**src/rtl/alu_sequencer.sv**
```systemverilog
// alu_sequencer
//   Multi-cycle ALU stage. A start request in IDLE latches A, B and opCode.
//   The stage then runs one operation and presents an 8-bit registered
//   result with a one-cycle done pulse.
//   - Logic, add, subtract and compare ops take one CALC cycle.
//   - Multiply (shift-add) and divide (restoring) take four CALC cycles.
//
// Ports
//   in_clk    : system clock, all state changes on the rising edge
//   reset     : synchronous, active-high; aborts any operation
//   A, B      : 4-bit unsigned operands
//   opCode    : 3-bit operation select
//   start     : operation request, sampled only while IDLE
//   result    : 8-bit registered result, written only on entry to DONE
//   busy      : high whenever the stage is not IDLE
//   done      : one-cycle pulse while in DONE
//   error     : divide-by-zero flag, sticky until the next accepted start
//   dbg_state : current FSM state, for observation only
//
// Handshake: start behaves as a valid, and !busy as the matching ready.
//   A request transfers on a rising edge where start && !busy.
//   Requests made while busy are dropped, not queued.
//   Completion is the single-cycle done pulse; result is valid from that
//   cycle until the next completion.
module alu_sequencer (
  input  logic       in_clk,
  input  logic       reset,
  input  logic [3:0] A,
  input  logic [3:0] B,
  input  logic [2:0] opCode,
  input  logic       start,
  output logic [7:0] result,
  output logic       busy,
  output logic       done,
  output logic       error,
  output logic [1:0] dbg_state
);

  typedef enum logic [1:0] {
    S_IDLE = 2'd0,
    S_CALC = 2'd1,
    S_DONE = 2'd2
  } state_t;

  localparam logic [2:0] OP_ADD = 3'b000;
  localparam logic [2:0] OP_SUB = 3'b001;
  localparam logic [2:0] OP_AND = 3'b010;
  localparam logic [2:0] OP_OR  = 3'b011;
  localparam logic [2:0] OP_XOR = 3'b100;
  localparam logic [2:0] OP_MUL = 3'b101;
  localparam logic [2:0] OP_DIV = 3'b110;
  localparam logic [2:0] OP_CMP = 3'b111;

  state_t     state;
  logic [3:0] a_q, b_q;
  logic [2:0] op_q;
  logic [1:0] cnt;
  // multiply datapath
  logic [7:0] acc;
  logic [7:0] mcand;
  logic [3:0] mplier;
  // divide datapath; quo starts as the dividend and fills with quotient bits
  logic [3:0] rem;
  logic [3:0] quo;

  logic [4:0] sum5, diff5;
  logic [7:0] single_res;
  logic [7:0] acc_nx;
  logic [4:0] rem_sh;
  logic [3:0] rem_nx, quo_nx;
  logic       div_zero, iterative;

  assign dbg_state = state;

  always_comb begin
    sum5       = {1'b0, a_q} + {1'b0, b_q};
    diff5      = {1'b0, a_q} - {1'b0, b_q};
    single_res = 8'h00;
    case (op_q)
      OP_ADD:  single_res = {3'b000, sum5};
      OP_SUB:  single_res = {{3{diff5[4]}}, diff5};
      OP_AND:  single_res = {4'h0, a_q & b_q};
      OP_OR:   single_res = {4'h0, a_q | b_q};
      OP_XOR:  single_res = {4'h0, a_q ^ b_q};
      OP_CMP:  single_res = {6'b000000, (a_q > b_q), (a_q == b_q)};
      default: single_res = 8'hFF;  // only the divide-by-zero case reaches here
    endcase
  end

  always_comb begin
    acc_nx = mplier[0] ? (acc + mcand) : acc;
    // Restoring step. The remainder stays below B, so both the shifted
    // value minus B and the shifted value kept as-is fit in 4 bits.
    rem_sh = {rem, quo[3]};
    if (rem_sh >= {1'b0, b_q}) begin
      rem_nx = rem_sh[3:0] - b_q;
      quo_nx = {quo[2:0], 1'b1};
    end else begin
      rem_nx = rem_sh[3:0];
      quo_nx = {quo[2:0], 1'b0};
    end
  end

  assign div_zero  = (op_q == OP_DIV) && (b_q == 4'h0);
  assign iterative = (op_q == OP_MUL) || ((op_q == OP_DIV) && !div_zero);

  always_ff @(posedge in_clk) begin
    if (reset) begin
      state  <= S_IDLE;
      result <= 8'h00;
      busy   <= 1'b0;
      done   <= 1'b0;
      error  <= 1'b0;
      a_q    <= 4'h0;
      b_q    <= 4'h0;
      op_q   <= 3'b000;
      cnt    <= 2'd0;
      acc    <= 8'h00;
      mcand  <= 8'h00;
      mplier <= 4'h0;
      rem    <= 4'h0;
      quo    <= 4'h0;
    end else begin
      case (state)
        S_IDLE: begin
          done <= 1'b0;
          if (start) begin
            state  <= S_CALC;
            busy   <= 1'b1;
            error  <= 1'b0;
            a_q    <= A;
            b_q    <= B;
            op_q   <= opCode;
            cnt    <= 2'd3;
            acc    <= 8'h00;
            mcand  <= {4'h0, A};
            mplier <= B;
            rem    <= 4'h0;
            quo    <= A;
          end
        end
        S_CALC: begin
          if (!iterative) begin
            state  <= S_DONE;
            done   <= 1'b1;
            result <= single_res;
            error  <= div_zero;
          end else begin
            // The iteration on the edge where cnt is 0 is folded straight
            // into result, so partial values never reach the output.
            acc    <= acc_nx;
            mcand  <= {mcand[6:0], 1'b0};
            mplier <= {1'b0, mplier[3:1]};
            rem    <= rem_nx;
            quo    <= quo_nx;
            cnt    <= cnt - 2'd1;
            if (cnt == 2'd0) begin
              state  <= S_DONE;
              done   <= 1'b1;
              result <= (op_q == OP_MUL) ? acc_nx : {rem_nx, quo_nx};
              error  <= 1'b0;
            end
          end
        end
        S_DONE: begin
          state <= S_IDLE;
          done  <= 1'b0;
          busy  <= 1'b0;
        end
        default: begin
          state <= S_IDLE;
          done  <= 1'b0;
          busy  <= 1'b0;
        end
      endcase
    end
  end

endmodule
```
**config.mk**
```make
export PLATFORM = sky130hd
export DESIGN_NAME = alu_sequencer
export DESIGN_NICKNAME = d
export VERILOG_FILES = /design/src/rtl/alu_sequencer.sv
export SDC_FILE = /design/constraint.sdc
export NUM_CORES = 1
export LEC_CHECK = 0
export ABC_CLOCK_PERIOD_IN_PS = 2700
export BUFFER_PORTS_ARGS = -buffer_cell sky130_fd_sc_hd__buf_2
export CAP_MARGIN = 20
export CORE_MARGIN = 1.5
export CORE_UTILIZATION = 50
export CTS_BUF_LIST = sky130_fd_sc_hd__clkbuf_4
export CTS_CLUSTER_SIZE = 25
export DETAILED_ROUTE_END_ITERATION = 10
export MAX_ROUTING_LAYER = met4
export PLACE_DENSITY_LB_ADDON = 0.3
export SYNTH_ARGS = -nofsm -noshare
export SYNTH_HDL_FRONTEND = slang
export SYNTH_SLANG_ARGS = --single-unit
```
**constraint.sdc**
```tcl
create_clock -name in_clk -period 2.7 [get_ports in_clk]
set_input_delay 0.54 -clock in_clk [delete_from_list [all_inputs] [get_ports in_clk]]
set_output_delay 0.54 -clock in_clk [all_outputs]
set_load 0.02 [all_outputs]
```
==> impl_metrics.prom <==
# TYPE chip_impl_metric gauge
chip_impl_info{name="outcome",value="complete, but fails checks"} 1
chip_impl_info{name="failed_checks",value="DRC"} 1
chip_impl_metric{name="warnings_synthesis",unit=""} 0
chip_impl_info{name="hold_path_class",value="primary input to flop"} 1
chip_impl_metric{name="number_of_synthesized_register_bits",unit=""} 54
chip_impl_metric{name="grt_antenna_before_repair",unit=""} 0
chip_impl_metric{name="cts_clock_pin_slew_for_the_worst_setup_and_hold_paths",unit="ns"} 0.17
chip_impl_metric{name="ant_nets",unit=""} 0
chip_impl_info{name="path_cells",value="inv_1, ha_1, nor2b_1, o31a_1, or3_1, a311oi_1, a21oi_1"} 1
chip_impl_metric{name="synth-edff-count",unit=""} 0
chip_impl_metric{name="timing.critical_path.arrival",unit="ns"} 2.70
chip_impl_metric{name="worst_slew_margin_rel",unit="%"} 52.7
chip_impl_metric{name="timing.final.crit_share",unit="%"} 89.1
chip_impl_metric{name="total_negative_slack",unit="ns"} 0
chip_impl_metric{name="rows",unit=""} 29
chip_impl_metric{name="synthesis.instances",unit=""} 424
chip_impl_metric{name="layout-area-overhead-vs-synth",unit="%"} 8.72
chip_impl_metric{name="initial_core_util",unit="%"} 52.1
chip_impl_metric{name="place.gp.congestion",unit=""} 0.992
chip_impl_metric{name="total_i_o_pin_count",unit=""} 27
chip_impl_metric{name="first_pass_grt_wire_length",unit="um"} 14500
chip_impl_metric{name="numCtsBuffers",unit=""} 5
chip_impl_metric{name="die-width",unit="um"} 84.8
chip_impl_metric{name="ratio_of_cells_with_drive_above_1_in_the_final_layout",unit="%"} 12.1
chip_impl_metric{name="postCtsSetupRepairBufs",unit=""} 0
chip_impl_metric{name="seq_power_share",unit="%"} 54.5
chip_impl_info{name="tritoncts",value="built"} 1
chip_impl_metric{name="setup_viol",unit=""} 0
chip_impl_metric{name="max_stage_delay",unit="ns"} 0.55
chip_impl_metric{name="clock_power_share",unit="%"} 22.7
chip_impl_metric{name="clkSinkCount",unit=""} 54
chip_impl_metric{name="finish.cell_count_without_fillers",unit=""} 525
chip_impl_metric{name="worst_skew_pair.late_latency",unit="ns"} 0.39
chip_impl_metric{name="ys_seq_area_share",unit="%"} 32.3
chip_impl_metric{name="dieArea",unit="sq um"} 7190
chip_impl_metric{name="dp_cells",unit=""} 518
chip_impl_metric{name="placement.io_buffers",unit=""} 26
chip_impl_metric{name="grt.total_usage",unit="%"} 25.7
chip_impl_metric{name="asyncSetResetFlopFracSynth",unit="%"} 0
chip_impl_metric{name="hold_viol",unit=""} 0
chip_impl_info{name="worstSetupPathType",value="flop to flop"} 1
chip_impl_metric{name="vdd.ir_drop.worst",unit="mV"} 0.281
chip_impl_metric{name="power-per-cell-area",unit="nW/um^2"} 442
chip_impl_metric{name="grt_max_degree",unit=""} 50
chip_impl_info{name="rsz0062_at_grt",value="false"} 1
chip_impl_info{name="library_cell_used_as_clock_root_buffer",value="sky130_fd_sc_hd__clkbuf_4"} 1
chip_impl_metric{name="final.fill_count",unit=""} 617
chip_impl_metric{name="max_cap_viol_count",unit=""} 0
chip_impl_metric{name="mappedNetlistArea",unit="sq um"} 3340
chip_impl_info{name="critical-path-slowest-cell",value="sky130_fd_sc_hd__dfxtp_1"} 1
chip_impl_metric{name="cts.htree.levels",unit=""} 2
chip_impl_metric{name="dr.first_iter.drc_count",unit=""} 228
chip_impl_metric{name="grt-ovfl-total",unit=""} 0
chip_impl_info{name="ys_dominant_reg_cell",value="sky130_fd_sc_hd__dfxtp_1"} 1
chip_impl_metric{name="antenna-diode-count",unit=""} 0
chip_impl_metric{name="netSwitchingFraction",unit="%"} 33.2
chip_impl_metric{name="maxClockFrequency",unit="MHz"} 416
chip_impl_metric{name="maxSlewViolCount",unit=""} 0
chip_impl_metric{name="core",unit="sq um"} 6420
chip_impl_metric{name="cts_resized",unit=""} 0
chip_impl_info{name="critical_path.startpoint_type",value="flop"} 1
chip_impl_metric{name="post_drt_wl_per_cell",unit="um"} 16.5
chip_impl_metric{name="max_slew.worst_pin.slew",unit="ns"} 0.709
chip_impl_metric{name="hold_buf_count_cts",unit=""} 0
chip_impl_metric{name="clock_path_buffers",unit=""} 2
chip_impl_metric{name="synth_cell_types",unit=""} 59
chip_impl_metric{name="first_pass_iters",unit=""} 8
chip_impl_metric{name="fin_nets",unit=""} 490
chip_impl_info{name="endpoint_kind",value="flop"} 1
chip_impl_metric{name="switching_power",unit="uW"} 534
chip_impl_metric{name="syn_area_per_cell",unit="sq um"} 7.88
chip_impl_metric{name="post_synthesis_net_count",unit=""} 466
chip_impl_metric{name="final.min_clock_period",unit="ns"} 2.41
chip_impl_metric{name="post-route-drc-count",unit=""} 4
chip_impl_metric{name="vias_in_the_first_global_route",unit=""} 3060
chip_impl_metric{name="detail_route.vias_per_cell",unit=""} 6.17
chip_impl_info{name="critPathTopFamily",value="compound AO/OA/AOI/OAI gates"} 1
chip_impl_metric{name="detailedPlace.worstSlack",unit="ns"} 0.319
chip_impl_metric{name="drt_wl_total",unit="um"} 8640
chip_impl_metric{name="timing.clock.skew",unit="ns"} 0.0194
chip_impl_metric{name="worst_slack",unit="ns"} 0.294
chip_impl_metric{name="cp_max_fo",unit=""} 9
chip_impl_metric{name="power_report.internal_total",unit="mW"} 1.07
chip_impl_metric{name="die_height",unit="um"} 84.8
chip_impl_metric{name="routed-via-count",unit=""} 3238
chip_impl_metric{name="post-dp-hpwl",unit="um"} 6400
chip_impl_metric{name="worstPathBufferInverterCount",unit=""} 1
chip_impl_metric{name="combinationalPowerShare",unit="%"} 22.8
chip_impl_metric{name="worstPathRequired",unit="ns"} 2.99
chip_impl_metric{name="p_leak",unit="nW"} 1.43
==> state kept, by name (all words and copies together) (netlist names) <==
name	count
mcand	8
a_q	4
busy	1
cnt	2
mplier	4
done	1
op_q	3
acc	8
dbg_state	2
quo	4
error	1
rem	4
result	8
b_q	4
==> cells by family (layout without fill, tap and decap cells) <==
logic type      count (synthesis)  count (layout)  share of synthesized area, %
simple gates                  154             154                          22.5
fa+ha+maj                      28              28                          11.4
flops                          54              54                          32.3
xor+xnor                        6               6                          1.57
buf+inv                        45              69                          5.20
compound gates                131             131                          25.2
mux                             6               6                          1.83
==> worst paths after layout <==
| kind | from | to | slack [ns] | depth (start not counted) |
|---|---|---|---|---|
| max | b_q[1]$_SDFFE_PP0P_ | result[4]$_SDFFE_PP0P_ | 0.29 | 7 |
| min | opCode[2] | op_q[2]$_SDFFE_PP0P_ | 0.38 | 3 |
| max reg2reg | b_q[1]$_SDFFE_PP0P_ | result[4]$_SDFFE_PP0P_ | 0.29 | 7 |
| min reg2reg | cnt[0]$_SDFFE_PP0P_ | cnt[0]$_SDFFE_PP0P_ | 0.47 | 1 |
==> metrics by stage <==
step	total power [mW]	instance area (sq um)	util, %	hold WS [ns]
3_5_place_dp	1.25	3580	55.8	0.454
3_3_place_gp	1.24	3580	55.8	0.452
6_report	1.61	3630	56.6	0.385
5_1_grt	1.69	3630	56.6	0.369
2_1_floorplan	1.14	3340	-	0.437
4_1_cts	1.61	3630	56.6	0.373
==> synth_stat cells, drive strengths merged, types with 5 or more instances <==
| cell | count | area [sq um] |
|---|---|---|
| a211oi | 6 | 45.0 |
| nand2 | 63 | 236 |
| a31oi | 14 | 87.6 |
| a311oi | 5 | 61.3 |
| nand3 | 24 | 120 |
| nor2 | 19 | 71.3 |
| a21o | 5 | 37.5 |
| mux2i | 5 | 50.1 |
| o21ai | 22 | 110 |
| ha | 24 | 300 |
| or3 | 7 | 43.8 |
| nor3 | 9 | 45.0 |
| buf | 7 | 31.3 |
| a21oi | 49 | 245 |
| nand2b | 5 | 31.3 |
| inv | 22 | 82.6 |
| dfxtp | 54 | 1080 |
| clkbuf | 16 | 60.1 |
==> worst min-delay path: stages <==
cell and delay, ns:
sky130_fd_sc_hd__buf_2 0.10, sky130_fd_sc_hd__nand2_1 0.05, sky130_fd_sc_hd__a21oi_1 0.05
==> cells in the final DEF (no fill, tap or decap), types with 2 or more instances in the layout <==
cell                        count
sky130_fd_sc_hd__a21oi_1       49
sky130_fd_sc_hd__nor2b_1        3
sky130_fd_sc_hd__a2111oi_0      2
sky130_fd_sc_hd__o211ai_1       2
sky130_fd_sc_hd__xor2_1         2
sky130_fd_sc_hd__o41ai_1        2
sky130_fd_sc_hd__nand4_1        2
sky130_fd_sc_hd__or3_1          7
sky130_fd_sc_hd__a311oi_1       4
sky130_fd_sc_hd__o21a_1         2
sky130_fd_sc_hd__o221ai_1       2
sky130_fd_sc_hd__a21o_1         5
sky130_fd_sc_hd__nor2_1        19
sky130_fd_sc_hd__a211oi_1       6
sky130_fd_sc_hd__nand2_1       63
sky130_fd_sc_hd__dfxtp_1       54
sky130_fd_sc_hd__o31a_1         2
sky130_fd_sc_hd__a31oi_1       14
sky130_fd_sc_hd__o31ai_1        4
sky130_fd_sc_hd__nor4_1         2
sky130_fd_sc_hd__xnor2_1        4
sky130_fd_sc_hd__inv_1         22
sky130_fd_sc_hd__and4b_1        2
sky130_fd_sc_hd__nand2b_1       5
sky130_fd_sc_hd__o2bb2ai_1      2
sky130_fd_sc_hd__mux2i_1        5
sky130_fd_sc_hd__nor3b_1        2
sky130_fd_sc_hd__o32ai_1        2
sky130_fd_sc_hd__o21ai_0       20
sky130_fd_sc_hd__nand3_1       24
sky130_fd_sc_hd__ha_1          24
sky130_fd_sc_hd__clkbuf_4       5
sky130_fd_sc_hd__buf_2         26
sky130_fd_sc_hd__and3_1         4
sky130_fd_sc_hd__o21ai_1        2
sky130_fd_sc_hd__fa_1           4
sky130_fd_sc_hd__nor3_1         9
sky130_fd_sc_hd__nand3b_1       4
sky130_fd_sc_hd__buf_4         14
==> area by class of cell <==
type	count	area, sq um	area share [%]
clock inverters	2	13.8	0.379
well taps	77	96.3	2.65
repair buffers	40	235	6.47
inverters	22	82.6	2.27
flip-flops and latches	54	1080	29.7
multi-input cells	325	2090	57.5
clock buffers	5	37.5	1.03
==> metal layers <==
layer | vias to the layer above | wire length, um | global-route usage [%]
met4 | 0 | 274 | 9.39
met5 | - | 0 | -
met3 | 25 | 524 | 3.83
li1 | 1589 | - | -
met2 | 119 | 3930 | 40.7
met1 | 1505 | 3920 | 33.4
==> power groups by stage <==
stage	registers, mW	logic [mW]	clock network (mW)
2_1_floorplan	0.891	0.251	0
3_3_place_gp	0.892	0.351	0
3_5_place_dp	0.893	0.359	0
4_1_cts	0.875	0.362	0.373
5_1_grt	0.883	0.404	0.402
6_report	0.876	0.367	0.365
(Power assumes the default switching activity.)
